`src/rtl/seg_pkg.sv`:
```
// Shared constants for the 7-segment scan capture block.
// Holds the segment encodings, bus geometry, FSM state codes and a multi-hot helper.
package seg_pkg;

  localparam int SEG_DIGITS = 8;
  localparam int SEG_COM_W  = 8;

  localparam logic [SEG_COM_W-1:0] SEG_MASK_FULL = 8'hFF;

  // Segment patterns on {g,f,e,d,c,b,a}; dp is never part of the decode.
  localparam logic [6:0] SEG_BLANK = 7'h00;
  localparam logic [6:0] SEG_0     = 7'h3F;
  localparam logic [6:0] SEG_1     = 7'h06;
  localparam logic [6:0] SEG_2     = 7'h5B;
  localparam logic [6:0] SEG_3     = 7'h4F;
  localparam logic [6:0] SEG_4     = 7'h66;
  localparam logic [6:0] SEG_5     = 7'h6D;
  localparam logic [6:0] SEG_6     = 7'h7D;
  localparam logic [6:0] SEG_7     = 7'h07;
  localparam logic [6:0] SEG_8     = 7'h7F;
  localparam logic [6:0] SEG_9     = 7'h6F;
  localparam logic [6:0] SEG_A     = 7'h77;
  localparam logic [6:0] SEG_B     = 7'h7C;
  localparam logic [6:0] SEG_C     = 7'h39;
  localparam logic [6:0] SEG_D     = 7'h5E;
  localparam logic [6:0] SEG_E     = 7'h79;
  localparam logic [6:0] SEG_F     = 7'h71;

  localparam logic [1:0] ST_WAIT   = 2'd0;
  localparam logic [1:0] ST_SETTLE = 2'd1;
  localparam logic [1:0] ST_HOLD   = 2'd2;

  typedef struct packed {
    logic       ok;
    logic [3:0] nib;
  } seg_dec_t;

  function automatic logic seg_multi_hot(input logic [SEG_COM_W-1:0] v);
    return ((v & (v - 8'd1)) != 8'd0);
  endfunction

endpackage

```
`src/rtl/seg_scan_capture_decode.sv`:
```
// Combinational 7-segment to hex decoder; a blank digit decodes as ok with value 0.
module seg7_decode
  import seg_pkg::*;
(
  input  logic [7:0] i_seg,
  output seg_dec_t   o_dec
);

  logic w_dp_unused;
  assign w_dp_unused = i_seg[7];

  // Table lookup on the seven segment lines.
  always_comb begin
    o_dec.ok  = 1'b1;
    o_dec.nib = 4'h0;
    case (i_seg[6:0])
      SEG_BLANK: o_dec.nib = 4'h0;
      SEG_0:     o_dec.nib = 4'h0;
      SEG_1:     o_dec.nib = 4'h1;
      SEG_2:     o_dec.nib = 4'h2;
      SEG_3:     o_dec.nib = 4'h3;
      SEG_4:     o_dec.nib = 4'h4;
      SEG_5:     o_dec.nib = 4'h5;
      SEG_6:     o_dec.nib = 4'h6;
      SEG_7:     o_dec.nib = 4'h7;
      SEG_8:     o_dec.nib = 4'h8;
      SEG_9:     o_dec.nib = 4'h9;
      SEG_A:     o_dec.nib = 4'hA;
      SEG_B:     o_dec.nib = 4'hB;
      SEG_C:     o_dec.nib = 4'hC;
      SEG_D:     o_dec.nib = 4'hD;
      SEG_E:     o_dec.nib = 4'hE;
      SEG_F:     o_dec.nib = 4'hF;
      default: begin
        o_dec.ok  = 1'b0;
        o_dec.nib = 4'h0;
      end
    endcase
  end

endmodule

```
`src/rtl/seg_scan_capture.sv`:
```
// Receiver for the multiplexed 7-segment scan bus: rebuilds the eight displayed digits
// and publishes them once the same frame has been seen STABLE_FRAMES times in a row.
module seg_scan_capture
  import seg_pkg::*;
#(
  parameter int SETTLE_CYC    = 2,
  parameter int STABLE_FRAMES = 2,
  parameter int TIMEOUT_CYC   = 4096,
  parameter int COM_ACT_LOW   = 1
) (
  input  logic        clk,
  input  logic        nrst,
  input  logic [7:0]  i_com,
  input  logic [7:0]  i_ens,
  output logic [63:0] o_seg,
  output logic [31:0] o_hex,
  output logic [7:0]  o_hex_ok,
  output logic        o_frame_stb,
  output logic        o_err,
  output logic        o_stall
);

  localparam int                   IDLE_W     = $clog2(TIMEOUT_CYC + 1);
  localparam logic [3:0]           L_SETTLE   = 4'(SETTLE_CYC);
  localparam logic [2:0]           L_STABLE   = 3'(STABLE_FRAMES);
  localparam logic [IDLE_W-1:0]    L_TIMEOUT  = IDLE_W'(TIMEOUT_CYC);
  localparam logic [SEG_COM_W-1:0] L_COM_IDLE = (COM_ACT_LOW != 0) ? 8'hFF : 8'h00;

  logic [SEG_COM_W-1:0] r_com;
  logic [SEG_COM_W-1:0] r_com_prev;
  logic [7:0]           r_ens;

  logic [SEG_COM_W-1:0] w_active;
  logic                 w_multi;
  logic                 w_onehot;
  logic                 w_changed;
  logic                 w_legal_chg;
  logic [2:0]           w_idx;

  logic [1:0]           r_state;
  logic [1:0]           w_state_nx;
  logic [3:0]           r_settle_cnt;
  logic [3:0]           w_settle_nx;
  logic [3:0]           w_settle_inc;
  logic                 w_capture;
  logic                 w_start_cap;
  logic [1:0]           w_restart_state;
  logic [3:0]           w_restart_cnt;
  logic                 w_restart_cap;

  logic [SEG_COM_W-1:0] r_mask;
  logic [63:0]          r_shadow;
  logic [63:0]          r_prev;
  logic [2:0]           r_match_cnt;
  logic [2:0]           w_match_nx;
  logic                 w_frame_done;
  logic [IDLE_W-1:0]    r_idle_cnt;

  seg_dec_t             w_dec [SEG_DIGITS];
  logic [31:0]          w_hex;
  logic [7:0]           w_ok;

  // Input capture; COM resets to the deselected pattern so reset never looks like a fault.
  always_ff @(posedge clk or posedge nrst) begin
    if (nrst) begin
      r_com      <= L_COM_IDLE;
      r_com_prev <= L_COM_IDLE;
      r_ens      <= 8'h00;
    end else begin
      r_com      <= i_com;
      r_com_prev <= r_com;
      r_ens      <= i_ens;
    end
  end

  assign w_active    = r_com ^ L_COM_IDLE;
  assign w_multi     = seg_multi_hot(w_active);
  assign w_onehot    = (w_active != 8'h00) && !w_multi;
  assign w_changed   = (r_com != r_com_prev);
  assign w_legal_chg = w_changed && !w_multi;

  // One-hot to index; only meaningful when w_onehot is set.
  always_comb begin
    w_idx = 3'd0;
    for (int k = 0; k < SEG_DIGITS; k++) begin
      w_idx = w_active[k] ? 3'(k) : w_idx;
    end
  end

  // A new COM value either restarts settling or, for a one-cycle settle, captures at once.
  assign w_start_cap     = (L_SETTLE == 4'd1);
  assign w_restart_cap   = w_onehot && w_start_cap;
  assign w_restart_cnt   = w_onehot ? 4'd1 : 4'd0;
  assign w_restart_state = !w_onehot ? ST_WAIT : (w_start_cap ? ST_HOLD : ST_SETTLE);
  assign w_settle_inc    = r_settle_cnt + 4'd1;

  // Digit-select FSM next-state logic.
  always_comb begin
    w_state_nx  = r_state;
    w_settle_nx = r_settle_cnt;
    w_capture   = 1'b0;
    case (r_state)
      ST_WAIT: begin
        if (w_onehot) begin
          w_state_nx  = w_restart_state;
          w_settle_nx = w_restart_cnt;
          w_capture   = w_restart_cap;
        end else begin
          w_state_nx  = ST_WAIT;
        end
      end
      ST_SETTLE: begin
        if (w_changed) begin
          w_state_nx  = w_restart_state;
          w_settle_nx = w_restart_cnt;
          w_capture   = w_restart_cap;
        end else if (w_settle_inc == L_SETTLE) begin
          w_state_nx  = ST_HOLD;
          w_settle_nx = w_settle_inc;
          w_capture   = 1'b1;
        end else begin
          w_settle_nx = w_settle_inc;
        end
      end
      ST_HOLD: begin
        if (w_changed) begin
          w_state_nx  = w_restart_state;
          w_settle_nx = w_restart_cnt;
          w_capture   = w_restart_cap;
        end else begin
          w_state_nx  = ST_HOLD;
        end
      end
      default: begin
        w_state_nx  = ST_WAIT;
        w_settle_nx = 4'd0;
      end
    endcase
  end

  // FSM state registers.
  always_ff @(posedge clk or posedge nrst) begin
    if (nrst) begin
      r_state      <= ST_WAIT;
      r_settle_cnt <= 4'd0;
    end else begin
      r_state      <= w_state_nx;
      r_settle_cnt <= w_settle_nx;
    end
  end

  for (genvar k = 0; k < SEG_DIGITS; k++) begin : g_dec
    seg7_decode u_dec (
      .i_seg (r_shadow[8*k +: 8]),
      .o_dec (w_dec[k])
    );
    assign w_hex[4*k +: 4] = w_dec[k].nib;
    assign w_ok[k]         = w_dec[k].ok;
  end

  assign w_frame_done = (r_mask == SEG_MASK_FULL);
  assign w_match_nx   = (r_shadow != r_prev)     ? 3'd1 :
                        (r_match_cnt == L_STABLE) ? L_STABLE : (r_match_cnt + 3'd1);

  // Frame assembly, stability tracking and publication.
  always_ff @(posedge clk or posedge nrst) begin
    if (nrst) begin
      r_mask      <= 8'h00;
      r_shadow    <= 64'd0;
      r_prev      <= 64'd0;
      r_match_cnt <= 3'd0;
      o_seg       <= 64'd0;
      o_hex       <= 32'd0;
      o_hex_ok    <= 8'h00;
      o_frame_stb <= 1'b0;
    end else begin
      o_frame_stb <= 1'b0;
      if (w_capture) begin
        r_shadow[{w_idx, 3'b000} +: 8] <= r_ens;
      end
      // A capture landing on the completion cycle belongs to the next frame.
      if (w_frame_done) begin
        r_prev      <= r_shadow;
        r_match_cnt <= w_match_nx;
        r_mask      <= w_capture ? w_active : 8'h00;
        if (w_match_nx == L_STABLE) begin
          o_seg       <= r_shadow;
          o_hex       <= w_hex;
          o_hex_ok    <= w_ok;
          o_frame_stb <= 1'b1;
        end
      end else if (w_capture) begin
        r_mask <= r_mask | w_active;
      end
    end
  end

  // Sticky multi-select fault and the scan-stall watchdog.
  always_ff @(posedge clk or posedge nrst) begin
    if (nrst) begin
      o_err      <= 1'b0;
      o_stall    <= 1'b0;
      r_idle_cnt <= '0;
    end else begin
      if (w_multi) begin
        o_err <= 1'b1;
      end
      if (w_legal_chg) begin
        r_idle_cnt <= '0;
        o_stall    <= 1'b0;
      end else if (r_idle_cnt == L_TIMEOUT) begin
        o_stall    <= 1'b1;
      end else begin
        r_idle_cnt <= r_idle_cnt + IDLE_W'(1);
      end
    end
  end

endmodule

```
`config.mk`:
```
export PLATFORM = sky130hd
export DESIGN_NAME = seg_scan_capture
export DESIGN_NICKNAME = d
export VERILOG_FILES = /design/src/rtl/seg_pkg.sv /design/src/rtl/seg_scan_capture_decode.sv /design/src/rtl/seg_scan_capture.sv
export SDC_FILE = /design/constraint.sdc
export NUM_CORES = 1
export LEC_CHECK = 0
export BUFFER_PORTS_ARGS = -buffer_cell sky130_fd_sc_hd__buf_2
export CAP_MARGIN = 40
export CORE_MARGIN = 2
export CORE_UTILIZATION = 55
export DETAILED_ROUTE_END_ITERATION = 7
export GPL_ROUTABILITY_DRIVEN = 0
export PLACE_DENSITY = 0.79
export SETUP_SLACK_MARGIN = 0.3
export SYNTH_ARGS = -nofsm -noshare
export SYNTH_HDL_FRONTEND = slang
export SYNTH_HIERARCHICAL = 1
export SYNTH_SLANG_ARGS = --single-unit
export TNS_END_PERCENT = 100
```
`constraint.sdc`:
```
create_clock -name clk -period 19.4 [get_ports clk]
set_input_delay 3.88 -clock clk [delete_from_list [all_inputs] [get_ports clk]]
set_output_delay 3.88 -clock clk [all_outputs]
set_load 0.05 [all_outputs]
```
==> metrics <==
clk sink count 289; Mapped Area 0.0149 mm^2; crit-path cells buf_2; synthesized instance count 1436; multiplexer share of the synthesized area 0.136; EDFF count, synth 0; Worst Hold End r_com_prev[4]; Vias per Instance 5.89; die height 169 um; remaining global-route overflow 0; Clock Path Buffers 3; Slowest-stage cell, CP dfrtp_1; setup bufs post-CTS 0; startpoint types register; initial antenna violation count 0; Post-Synth XOR/XNOR Area 0.0494; number of inserted diodes 0; IO buf count 124; final setup fails 0; PwrDens 76.2 mW/mm^2; Final WS setup 14280 ps; root buf cell clkbuf_16; ys async rst share 1.00; Worst Setup End Kind output port; WP data arrival 1240 ps; fmax 0.195 GHz; Yosys warning count 6; worst slew pin tran 823 ps; Avg Inst Size Synth 10.4 um^2; # hold bufs at CTS 0; met1 usage 0.330; RSZ-0062 raised after global routing no; post-CTS sizing 0; Layout area overhead 10.4%; number of remaining DRC errors 0; Total GRT Usage 0.236; post-synthesis sequential area ratio 0.487; max-slew violations 0; final period utilization 0.264; grt met3 use 0.0276; Critical Path Start o_seg[31]; Distinct cells, synth 59; GRT met2 Usage 0.393; worst r2r src r_shadow[28]; FF+latch area 0.00725 mm^2; Worst slew margin 0.451; Critical R2R Capture o_hex_ok[2]; vias in the first global route 10532; Total Nets Final 1530; Synth Area in Adders 0.0124; Compound-Gate Fraction of Synth Area 0.0680; first-pass GRT wire length 55.1 mm; io pins 125; setup slack on the worst flop-to-flop path 16190 ps; Max Cap Violations 0; CP peak stage delay 400 ps; fraction of layout cells with a size suffix above 1 0.247; Inserted Clock Buffers 30; multi-input combinational cell area 0.00691 mm^2; Horiz. Die Dim 169 um; Clk Latency, worst-skew pair 550 ps; Yosys reg bits 289; DR iter-0 viols 1230; Worst VDD drop 68.3 uV; worst slack at placement 13960 ps; Worst Clk Skew 18.9 ps; Hold Crit Depth 0; core footprint 0.0268 mm^2; Tmin final 5120 ps; Simple-Gate Fraction of Synth Area 0.197; Die ar. 0.0284 mm^2; WS Path Type register to output port; std cell rows 60; post-route ant nets 0; Most Used Layer, Global Route met2; total vias in the final route 10962; Hold Crit Start r_com[4]; Worst path top cell family by delay flip-flops; top fanout value on the critical path 2; DR pass1 iterations 5; CTS tree done; Worst Reg-to-Reg Cells 7; DRT Wirelength 33.4 mm; dpl hpwl 21.3 mm; CP required 15520 ps; WL/cell 17.9 um; Clock transition at path regs 70 ps; H-tree levels 1; # fillers 2090; Starting Density 0.556; largest family of logic cells by synthesized area simple AND/OR/NAND/NOR gates; Hold Vio Cnt, Final 0; Main synth FF type dfrtp_1; largest net degree at the start of global routing 80; Buf+Inv Stages, Crit Path 1; Worst Hold Class register to register; status complete, no violations; final setup TNS 0 ps; syn_nets 1468; Static Leak 8.49 nW
[routing by layer]
| layer | wire length [um] | share of wire | vias up |
|---|---|---|---|
| met2 | 16400 | 0.49 | 316 |
| met3 | 1550 | 0.046 | 56 |
| li1 | - | - | 5186 |
| met1 | 14700 | 0.44 | 5404 |
| met4 | 773 | 0.023 | 0 |
| met5 | 0 | 0 | - |
[state kept, by name (all words and copies together) (netlist names)]
| signal | count |
|---|---|
| o_seg | 64 |
| r_shadow | 64 |
| o_err | 1 |
| r_match_cnt | 3 |
| r_com_prev | 8 |
| r_prev | 64 |
| r_state | 2 |
| r_settle_cnt | 4 |
| o_frame_stb | 1 |
| r_idle_cnt | 13 |
| o_hex | 32 |
| o_stall | 1 |
| r_mask | 8 |
| r_com | 8 |
| o_hex_ok | 8 |
| r_ens | 8 |
[cells in the final DEF (no fill, tap or decap), types with 33 or more instances in the layout]
cell type | netlist | final
buf_2 | 29 | 124
nor2_1 | 46 | 45
nand3_1 | 44 | 44
dfrtp_1 | 273 | 273
o21ai_0 | 41 | 41
nand4_1 | 33 | 33
nand2b_1 | 36 | 36
nand2_1 | 262 | 262
mux2_2 | 153 | 153
nor4_1 | 35 | 35
xor2_1 | 79 | 79
[final cells by class]
type / count / area share
multi-input cells: 1012 / 0.420
well taps: 341 / 0.0259
clock buffers: 48 / 0.0565
inverters: 32 / 0.00775
repair buffers: 133 / 0.0442
clock inverters: 7 / 0.00532
flip-flops and latches: 289 / 0.441
[per-stage QoR]
step                utilization  total power [mW]  instances  instance area [um^2]  hold WS (ps)
floorplan                     -             0.668       1436                 14900           352
global placement          0.574             0.679       1804                 15400           404
detailed placement        0.576             0.683       1807                 15400           410
CTS                       0.614              1.27       1862                 16500           418
global route              0.614              1.30       1862                 16500           428
finish                    0.614              1.26       1862                 16500           417
[synth_stat cells (4+ instances only)]
cell type / count / area, um^2
nand2_1: 262 / 983
nor4_1: 35 / 219
buf_2: 29 / 145
nor3_1: 19 / 95.1
o22ai_1: 9 / 56.3
ha_1: 14 / 175
clkbuf_1: 42 / 158
or4_1: 17 / 128
dfstp_2: 16 / 420
a21oi_1: 32 / 160
nor3b_1: 19 / 143
mux2_2: 153 / 1720
buf_1: 5 / 18.8
or2_1: 8 / 50.1
inv_1: 32 / 120
and3_1: 6 / 37.5
nor2b_1: 4 / 25.0
nand2b_1: 36 / 225
nor2_1: 46 / 173
o31ai_1: 9 / 67.6
a211oi_1: 16 / 120
o41ai_1: 9 / 78.8
mux2_4: 7 / 105
nand3_1: 44 / 220
o21ai_0: 41 / 205
xor2_1: 79 / 692
a31oi_1: 9 / 56.3
nand3b_1: 9 / 67.6
nand4_1: 33 / 206
buf_6: 24 / 270
xnor2_1: 5 / 43.8
o211ai_1: 19 / 143
nand4b_1: 10 / 87.6
mux2i_1: 20 / 200
or4b_2: 8 / 80.1
o2111ai_1: 8 / 70.1
dfrtp_1: 273 / 6830
[power by group]
| part | switching, mW | internal, mW | leakage [nW] | total [mW] |
|---|---|---|---|---|
| clock | 0.232 | 0.352 | 0.500 | 0.584 |
| combinational | 0.0262 | 0.0165 | 4.04 | 0.0427 |
| sequential | 0.0147 | 0.614 | 3.95 | 0.629 |
[worst max path at each step]
stage / slack [ps] / end / cells past startpoint
floorplan: 7570 / o_err / 1
global placement: 13570 / r_prev[45] / 3
detailed placement: 13960 / r_prev[45] / 5
CTS: 14280 / o_seg[31] / 1
global route: 14270 / o_seg[15] / 1
finish: 14280 / o_seg[31] / 1
[cells by family (layout without fill, tap and decap cells)]
group	count (synthesis)	in the layout
and+or+nand+nor	574	574
xor gates and xnor gates	84	84
adders and majority gates	15	15
buffers and inverters	135	220
muxes	180	180
DFF	289	289
AOI/OAI and AO/OA	159	159
No activity file was read; power rests on OpenSTA's default activity.
